<file path="src/rtl/uart_rx.sv">
// rtl/uart_rx.sv - 8N1 UART receiver with a one-entry byte buffer and sticky status flags
module uart_rx #(
  parameter int CLKS_PER_BIT = 434
) (
  input  logic       clock,
  input  logic       reset,
  input  logic       uartRxPin,
  output logic [7:0] buffer,
  output logic       valid,
  input  logic       re,
  output logic       frameErr,
  output logic       overrun
);

  localparam int CW = (CLKS_PER_BIT > 2) ? $clog2(CLKS_PER_BIT) : 1;
  localparam logic [CW-1:0] HALF_M1 = CW'(CLKS_PER_BIT / 2 - 1);
  localparam logic [CW-1:0] FULL_M1 = CW'(CLKS_PER_BIT - 1);

  localparam logic [2:0] ST_IDLE    = 3'd0;
  localparam logic [2:0] ST_START   = 3'd1;
  localparam logic [2:0] ST_DATA    = 3'd2;
  localparam logic [2:0] ST_STOP    = 3'd3;
  localparam logic [2:0] ST_RECOVER = 3'd4;

  logic          sync1_q, sync2_q;
  logic [2:0]    state_q, state_d;
  logic [CW-1:0] cnt_q, cnt_d;
  logic [2:0]    idx_q, idx_d;
  logic [7:0]    sh_q, sh_d;
  logic [7:0]    buffer_q, buffer_d;
  logic          valid_q, valid_d;
  logic          frame_err_q, frame_err_d;
  logic          overrun_q, overrun_d;
  logic          byte_done, stop_bad;
  logic          rxs;

  assign rxs = sync2_q;

  always_comb begin
    state_d   = state_q;
    cnt_d     = cnt_q;
    idx_d     = idx_q;
    sh_d      = sh_q;
    byte_done = 1'b0;
    stop_bad  = 1'b0;
    case (state_q)
      ST_IDLE: begin
        cnt_d = '0;
        if (!rxs) state_d = ST_START;
      end
      ST_START: begin
        if (cnt_q == HALF_M1) begin
          cnt_d   = '0;
          idx_d   = 3'd0;
          state_d = rxs ? ST_IDLE : ST_DATA;
        end else begin
          cnt_d = cnt_q + 1'b1;
        end
      end
      ST_DATA: begin
        if (cnt_q == FULL_M1) begin
          cnt_d = '0;
          sh_d  = {rxs, sh_q[7:1]};
          idx_d = idx_q + 3'd1;
          if (idx_q == 3'd7) state_d = ST_STOP;
        end else begin
          cnt_d = cnt_q + 1'b1;
        end
      end
      ST_STOP: begin
        if (cnt_q == FULL_M1) begin
          cnt_d = '0;
          if (rxs) begin
            byte_done = 1'b1;
            state_d   = ST_IDLE;
          end else begin
            stop_bad = 1'b1;
            state_d  = ST_RECOVER;
          end
        end else begin
          cnt_d = cnt_q + 1'b1;
        end
      end
      ST_RECOVER: begin
        // A held-low line (break) must return high before a new start is accepted.
        cnt_d = '0;
        if (rxs) state_d = ST_IDLE;
      end
      default: begin
        cnt_d   = '0;
        state_d = ST_IDLE;
      end
    endcase
  end

  // Set terms take priority over the read-strobe clear.
  always_comb begin
    buffer_d    = byte_done ? sh_q : buffer_q;
    valid_d     = byte_done | (valid_q & ~re);
    overrun_d   = (byte_done & valid_q & ~re) | (overrun_q & ~re);
    frame_err_d = stop_bad | (frame_err_q & ~re);
  end

  always_ff @(posedge clock or negedge reset) begin
    if (!reset) begin
      sync1_q     <= 1'b1;
      sync2_q     <= 1'b1;
      state_q     <= ST_IDLE;
      cnt_q       <= '0;
      idx_q       <= 3'd0;
      sh_q        <= 8'h00;
      buffer_q    <= 8'h00;
      valid_q     <= 1'b0;
      frame_err_q <= 1'b0;
      overrun_q   <= 1'b0;
    end else begin
      sync1_q     <= uartRxPin;
      sync2_q     <= sync1_q;
      state_q     <= state_d;
      cnt_q       <= cnt_d;
      idx_q       <= idx_d;
      sh_q        <= sh_d;
      buffer_q    <= buffer_d;
      valid_q     <= valid_d;
      frame_err_q <= frame_err_d;
      overrun_q   <= overrun_d;
    end
  end

  assign buffer   = buffer_q;
  assign valid    = valid_q;
  assign frameErr = frame_err_q;
  assign overrun  = overrun_q;

endmodule

</file>
<file path="config.mk">
export PLATFORM = sky130hd
export DESIGN_NAME = uart_rx
export DESIGN_NICKNAME = d
export VERILOG_FILES = /design/src/rtl/uart_rx.sv
export SDC_FILE = /design/constraint.sdc
export NUM_CORES = 1
export LEC_CHECK = 0
export CORE_UTILIZATION = 55
export CTS_CLUSTER_SIZE = 12
export DETAILED_ROUTE_END_ITERATION = 10
export GPL_ROUTABILITY_DRIVEN = 0
export GPL_TIMING_DRIVEN = 0
export PLACE_DENSITY = 0.78
export SETUP_SLACK_MARGIN = 0.1
export SYNTH_ARGS = -nofsm -noshare
export SYNTH_HDL_FRONTEND = slang
export SYNTH_SLANG_ARGS = --single-unit
</file>
<file path="constraint.sdc">
create_clock -name clock -period 2.9 [get_ports clock]
set_input_delay 0.29 -clock clock [delete_from_list [all_inputs] [get_ports clock]]
set_output_delay 0.29 -clock clock [all_outputs]
set_load 0.02 [all_outputs]
</file>
==> results of run 1 <==
[critical path, stage by stage, from the launching register on]
cell,delay [ps]
dfrtp_1,440
inv_1,80
ha_1,140
or4b_1,430
or3_4,380
a22oi_4,330
mux2_4,330
[per-layer routing]
metal  vias up  share of wire, %
li1        471                 -
met1       485                48
met2        14                46
met3         7               4.5
met4         0               2.2
met5         -                 0
[worst paths after layout]
| path | startpoint | endpoint | slack (ps) | cells past startpoint |
|---|---|---|---|---|
| setup / recovery | cnt_q[0] | state_q[0] | 680 | 6 |
| hold / removal | reset | state_q[2] | 7 | 1 |
| setup reg to reg | cnt_q[0] | state_q[0] | 680 | 6 |
| hold reg to reg | sync1_q | rxs | 360 | 0 |
| max in group asynchronous | reset | cnt_q[4] | 2420 | 1 |
| min in group clock | uartRxPin | sync1_q | 350 | 1 |
[flip-flops by register name, indices dropped and copies added (netlist names)]
name / count
overrun: 1
buffer: 8
idx_q: 3
cnt_q: 9
rxs: 1
sh_q: 8
sync1_q: 1
state_q: 3
frameErr: 1
valid: 1
[synthesized netlist by cell type, drive strengths merged, types with 2 or more instances]
cell / instances / area, um^2
or3: 2 / 17.52
inv: 6 / 22.52
dfrtp: 34 / 850.8
a21oi: 2 / 10.01
xnor2: 5 / 43.79
and3: 3 / 18.77
nand3: 5 / 25.02
nor2: 15 / 56.30
dfstp: 2 / 52.55
ha: 5 / 62.56
xor2: 2 / 17.52
nand2: 6 / 22.52
nor3: 3 / 15.01
mux2: 19 / 217.7
and2b: 2 / 16.27
a22oi: 2 / 28.78
[metrics by stage]
stage / instance area (um^2) / instances / power, mW / hold slack, ps / setup WS [ps]
floorplan: 1589 / 124 / 0.5159 / -5.591 / 806.8
global placement: 1768 / 169 / 0.5299 / 346.9 / 710.8
detailed placement: 1763 / 169 / 0.5297 / 349.0 / 688.9
CTS: 1839 / 177 / 0.8771 / 19.46 / 659.5
global route: 1839 / 177 / 0.8948 / 54.32 / 552.8
finish: 1839 / 177 / 0.8617 / 6.676 / 675.6
[final cells by class]
class                           instances  share of cell area (%)
Sequential cell                        36                   49.12
Buffer                                  1                  0.6122
Clock buffer                            6                   2.245
Inverter                                6                   1.224
Clock inverter                          2                   1.905
Timing Repair Buffer                   14                   7.347
Tap cell                               31                   2.109
Multi-Input combinational cell         81                   35.44
[cell usage in the layout, fill, tap and decap left out, types with 2 or more instances in the layout]
master           count
mux2_2              18
inv_1                6
clkdlybuf4s50_1     13
nor2_1              15
xnor2_1              5
xor2_1               2
nor3_1               3
nand2_1              6
nand3_1              5
dfstp_2              2
dfrtp_1             34
clkbuf_4             5
ha_1                 5
and3_1               3
a21oi_1              2
[power groups by stage]
stage          sequential, mW  combinational (mW)  clock [mW]
2_1_floorplan           0.515            0.000878           0
3_3_place_gp            0.515              0.0146           0
3_5_place_dp            0.515              0.0144           0
4_1_cts                 0.506              0.0143       0.357
5_1_grt                 0.506              0.0160       0.373
6_report                0.506              0.0134       0.343
[kinds of logic after synthesis]
kind of cell | after synthesis
buffers and inverters | 7
adder cells (fa/ha/maj) | 5
flip-flops | 36
XOR/XNOR | 7
multiplexers | 20
AO/OA/AOI/OAI | 7
AND/OR/NAND/NOR | 42
==> reports/metrics.yaml, run 1 <==
timing:
  post-route-period-util_pct: 76.70
  worst_pin_slew_ps: 755.1
  hold_violations: 0
  fmax_ghz: 0.4496
  maxSlewHeadroom_pct: 49.66
  skew_ps: 9.583
  tns_ps: 0
  fin_crit_ps: 2224
  rsz0062_at_grt: "false"
  maxSlewViolCount: 0
  setup_violations: 0
global_routing:
  grt_most_used_layer: "met2"
  gr-usage-all-layers_pct: 18.86
  first_global_vias: 964
  gr-usage-met1_pct: 24.72
  grt_overflow: 0
  grt_pass1_wl_mm: 4.340
  grtUsageMet3_pct: 7.674
  grt_max_degree: 37
  grt_antenna_before_repair: 0
  grt_use_met2_pct: 27.02
clocking:
  cts_hold_buffers: 0
  root_buffer: "clkbuf_4"
  post_cts_resized: 0
  clk_pin_slew_ps: 110
  cts_tree: "done"
  post_cts_buffers: 0
  clock_latency_ps: 340
  clockBufferDepth: 2
  cts_buffers: 5
  h-tree-depth: 2
  clock_sinks: 36
synth:
  synth_edf_count: 0
  synth_nets: 133
  synth-main-ff-cell: "dfrtp_1"
  synth_xor_area_share_pct: 3.858
  yosys.area_share.simple_pct: 14.17
  yosysSeqAreaShare_pct: 56.85
  yosys_warnings: 0
  syn_inst: 124
  synth-seq-cells: 36
  synth_compound_area_share_pct: 4.724
  muxShareOfSynthArea_pct: 14.33
  async_flop_share_pct: 100.0
  avgSynthCellArea_um2: 12.81
  synthAdderAreaFrac_pct: 3.937
  syn_area_mm2: 0.001589
  synth_cell_types: 31
  synth_top_family_by_area: "multiplexers"
setup_path:
  cp-end-kind: "flop"
  worstPathMaxFanout: 10
  start_kind: "flop"
  arrival_ps: 2450
  criticalPathCategory: "reg2reg"
  worstPathRequired_ps: 3130
die:
  start_util_pct: 57.62
  die_h_um: 55.75
  coreArea_mm2: 0.002758
  num_io_pins: 15
  die_w_um: 55.75
  rows: 19
  die_area_mm2: 0.003108
power:
  p_leak_nw: 0.8711
  clockPowerShare_pct: 39.8
  vdd_drop_max_uv: 414.1
  seq_power_share_pct: 58.7
  combPwrFrac_pct: 1.6
  sw_frac_of_total_pct: 20.12
  powerDensity_mw_per_mm2: 468.5
  switchingPower_mw: 0.1733
  intPower_mw: 0.6884
job:
  cap_violations: 0
status:
  status: "finished, final reports clean"
placed_design:
  placement.io_buffers: 14
  dpl.hpwl_mm: 1.699
final_layout:
  area_growth_pct: 15.75
  multi_input_area_um2: 651.9
  fin_util_pct: 66.70
  nNetsFinal: 154
  antenna_cells: 0
  seqCellArea_um2: 903.4
  fillers: 216
  drive_gt1_share_pct: 24.66
route:
  drtPass1Iterations: 4
  wire_per_inst_um: 13.77
  drt_iter0_markers: 14
  wl_mm: 2.437
  drc: 0
  ant_nets: 0
  via_per_inst: 5.520
  num_vias: 977
min_path:
  min_path_type: "in2async"
Power figures use the tool's default switching activity.
==> run 2: changes to the inputs <==
CORE_UTILIZATION = 50   (was 55)
PLACE_DENSITY = 0.75   (was 0.78)
clock period = 1.9 ns   (was 2.9 ns; I/O delays follow)
==> reports/metrics.yaml, run 2 (synthesis results as in run 1) <==
status:
  status: "finished, violations left"
  failed_checks: "negative setup slack"
clocking:
  h-tree-depth: 2
  cts_tree: "done"
  root_buffer: "clkbuf_4"
  clock_latency_ps: 350
  clockBufferDepth: 2
  clk_pin_slew_ps: 110
  cts_buffers: 5
  clock_sinks: 36
timing:
  rsz0062_at_grt: "true"
  skew_ps: 14.92
  maxSlewHeadroom_pct: 49.32
  maxSlewViolCount: 0
  setup_violations: 21
  fin_crit_ps: 2122
  fmax_ghz: 0.4712
  worst_pin_slew_ps: 760.2
  post-route-period-util_pct: 111.7
  fin_ws_ps: -222.1
  hold_violations: 0
power:
  seq_power_share_pct: 62.1
  intPower_mw: 0.9594
  finalPower_mw: 1.245
  combPwrFrac_pct: 1.8
  powerDensity_mw_per_mm2: 602.1
  p_leak_nw: 0.9830
  clockPowerShare_pct: 36.1
  sw_frac_of_total_pct: 22.97
  vdd_drop_max_uv: 442.1
  switchingPower_mw: 0.2860
global_routing:
  grt_antenna_before_repair: 0
  grt_overflow: 0
  first_global_vias: 1030
  gr-usage-all-layers_pct: 19.79
  grt_max_degree: 37
  grt_pass1_wl_mm: 4.774
final_layout:
  seqCellArea_um2: 903.4
  antenna_cells: 0
  nNetsFinal: 166
  regMostFlops: "cnt_q"
  fin_util_pct: 68.31
  stdcell_area_mm2: 0.002068
  multi_input_area_um2: 779.5
  final_common_cell: "dfrtp_1"
  largest_reg_flops: 9
  fillers: 216
  drive_gt1_share_pct: 36.71
  area_growth_pct: 30.16
  mostFrequentLayoutCells: "dfrtp_1 (34), mux2_4 (19), clkdlybuf4s50_1 (13)"
route:
  drtPass1Iterations: 4
  drc: 0
  met2_wirelength_mm: 1.816
  routed-wl-met3_um: 111
  routed.top_layer: "met4"
  num_vias: 1063
  ant_nets: 0
  wire_per_inst_um: 16.58
  drt_iter0_markers: 22
  wl_mm: 3.350
  met1_length_mm: 1.358
  via_per_inst: 5.262
die:
  die_h_um: 58.38
  die_area_mm2: 0.003408
  die_w_um: 58.38
  num_io_pins: 15
  start_util_pct: 52.48
  rows: 20
  coreArea_mm2: 0.003028
setup_path:
  worstPathRequired_ps: 2130
  arrival_ps: 2350
  worstPathMaxFanout: 5
  r2r_cells: 6
  start_kind: "flop"
  cp-end-kind: "flop"
  criticalPathCategory: "reg2reg"
placed_design:
  dpl.hpwl_mm: 1.877
  placed_area_mm2: 0.001783
  placement.io_buffers: 14
  pre_cts_slack_ps: -316.0
min_path:
  whs_path_depth: 1
  min_path_type: "in2reg"
job:
  cap_violations: 0
run 2: cell types whose count changed in the layout (fill, tap and decap cells not counted), moves of 3 or more:
cell and change:
buf_4 +7, buf_6 +3, mux2_2 -18, mux2_4 +18, nor2_1 -3, nor2_2 +3
run 2: final cells by class:
cell class                      count  share of cell area (%)
Sequential cell                    36                   43.68
Inverter                            6                   1.089
Clock inverter                      2                  0.6655
Buffer                              1                  0.5445
Tap cell                           44                   2.662
Timing Repair Buffer               25                   11.19
Multi-Input combinational cell     82                   37.69
Clock buffer                        6                   2.480
run 2: power by group through the flow:
stage                     Sequential (mW)  Clock [mW]  Combinational, mW
final                               0.774       0.449             0.0220
after global routing                0.774       0.493             0.0262
after CTS                           0.774       0.459             0.0235
after detailed placement            0.787           0             0.0219
after global placement              0.786           0             0.0227
after floorplan                     0.786           0            0.00134
run 2: critical path: stages (launching register included):
cell and delay [ps]:
dfrtp_1 410, inv_2 90, ha_4 110, or4b_1 420
or3_4 380, a22oi_4 260, mux2_4 320
run 2: metrics by stage:
step	TNS, ps	hold slack, ps	cells
floorplan	-564.8	-105.6	124
global placement	-5324	347.3	182
detailed placement	-3213	310.9	182
CTS	-2226	228.2	198
global route	-3465	232.2	202
finish	-2245	240.5	202
run 2: final timing paths:
kind                                start         end  slack [ps]
max in group asynchronous           reset  state_q[0]         980
worst max register to register   cnt_q[1]  state_q[0]        -220
worst min register to register    sync1_q         rxs         370
worst min-delay path            uartRxPin     sync1_q         240
min in group asynchronous           reset    cnt_q[2]         440
worst max-delay path             cnt_q[1]  state_q[0]        -220
run 2: repair_timing:
action	4_1_cts	5_1_grt
pin swaps	4	5
gates resized for setup	10	24
hold buffers	1	0
setup endpoints to repair	31	30
setup buffers	6	4
hold endpoints to repair	34	0
gates cloned	1	0
run 2: layer usage:
layer,track usage (%),up-vias
met3,6.593,4
li1,-,494
met1,23.55,550
met2,33.00,15
met4,8.503,0
met5,0,-
==> run 3: changes to the inputs <==
CAP_MARGIN = 20   (was not set)
==> results of run 3 <==
No change in the layout: final DEF, timing and power equal those of run 2.
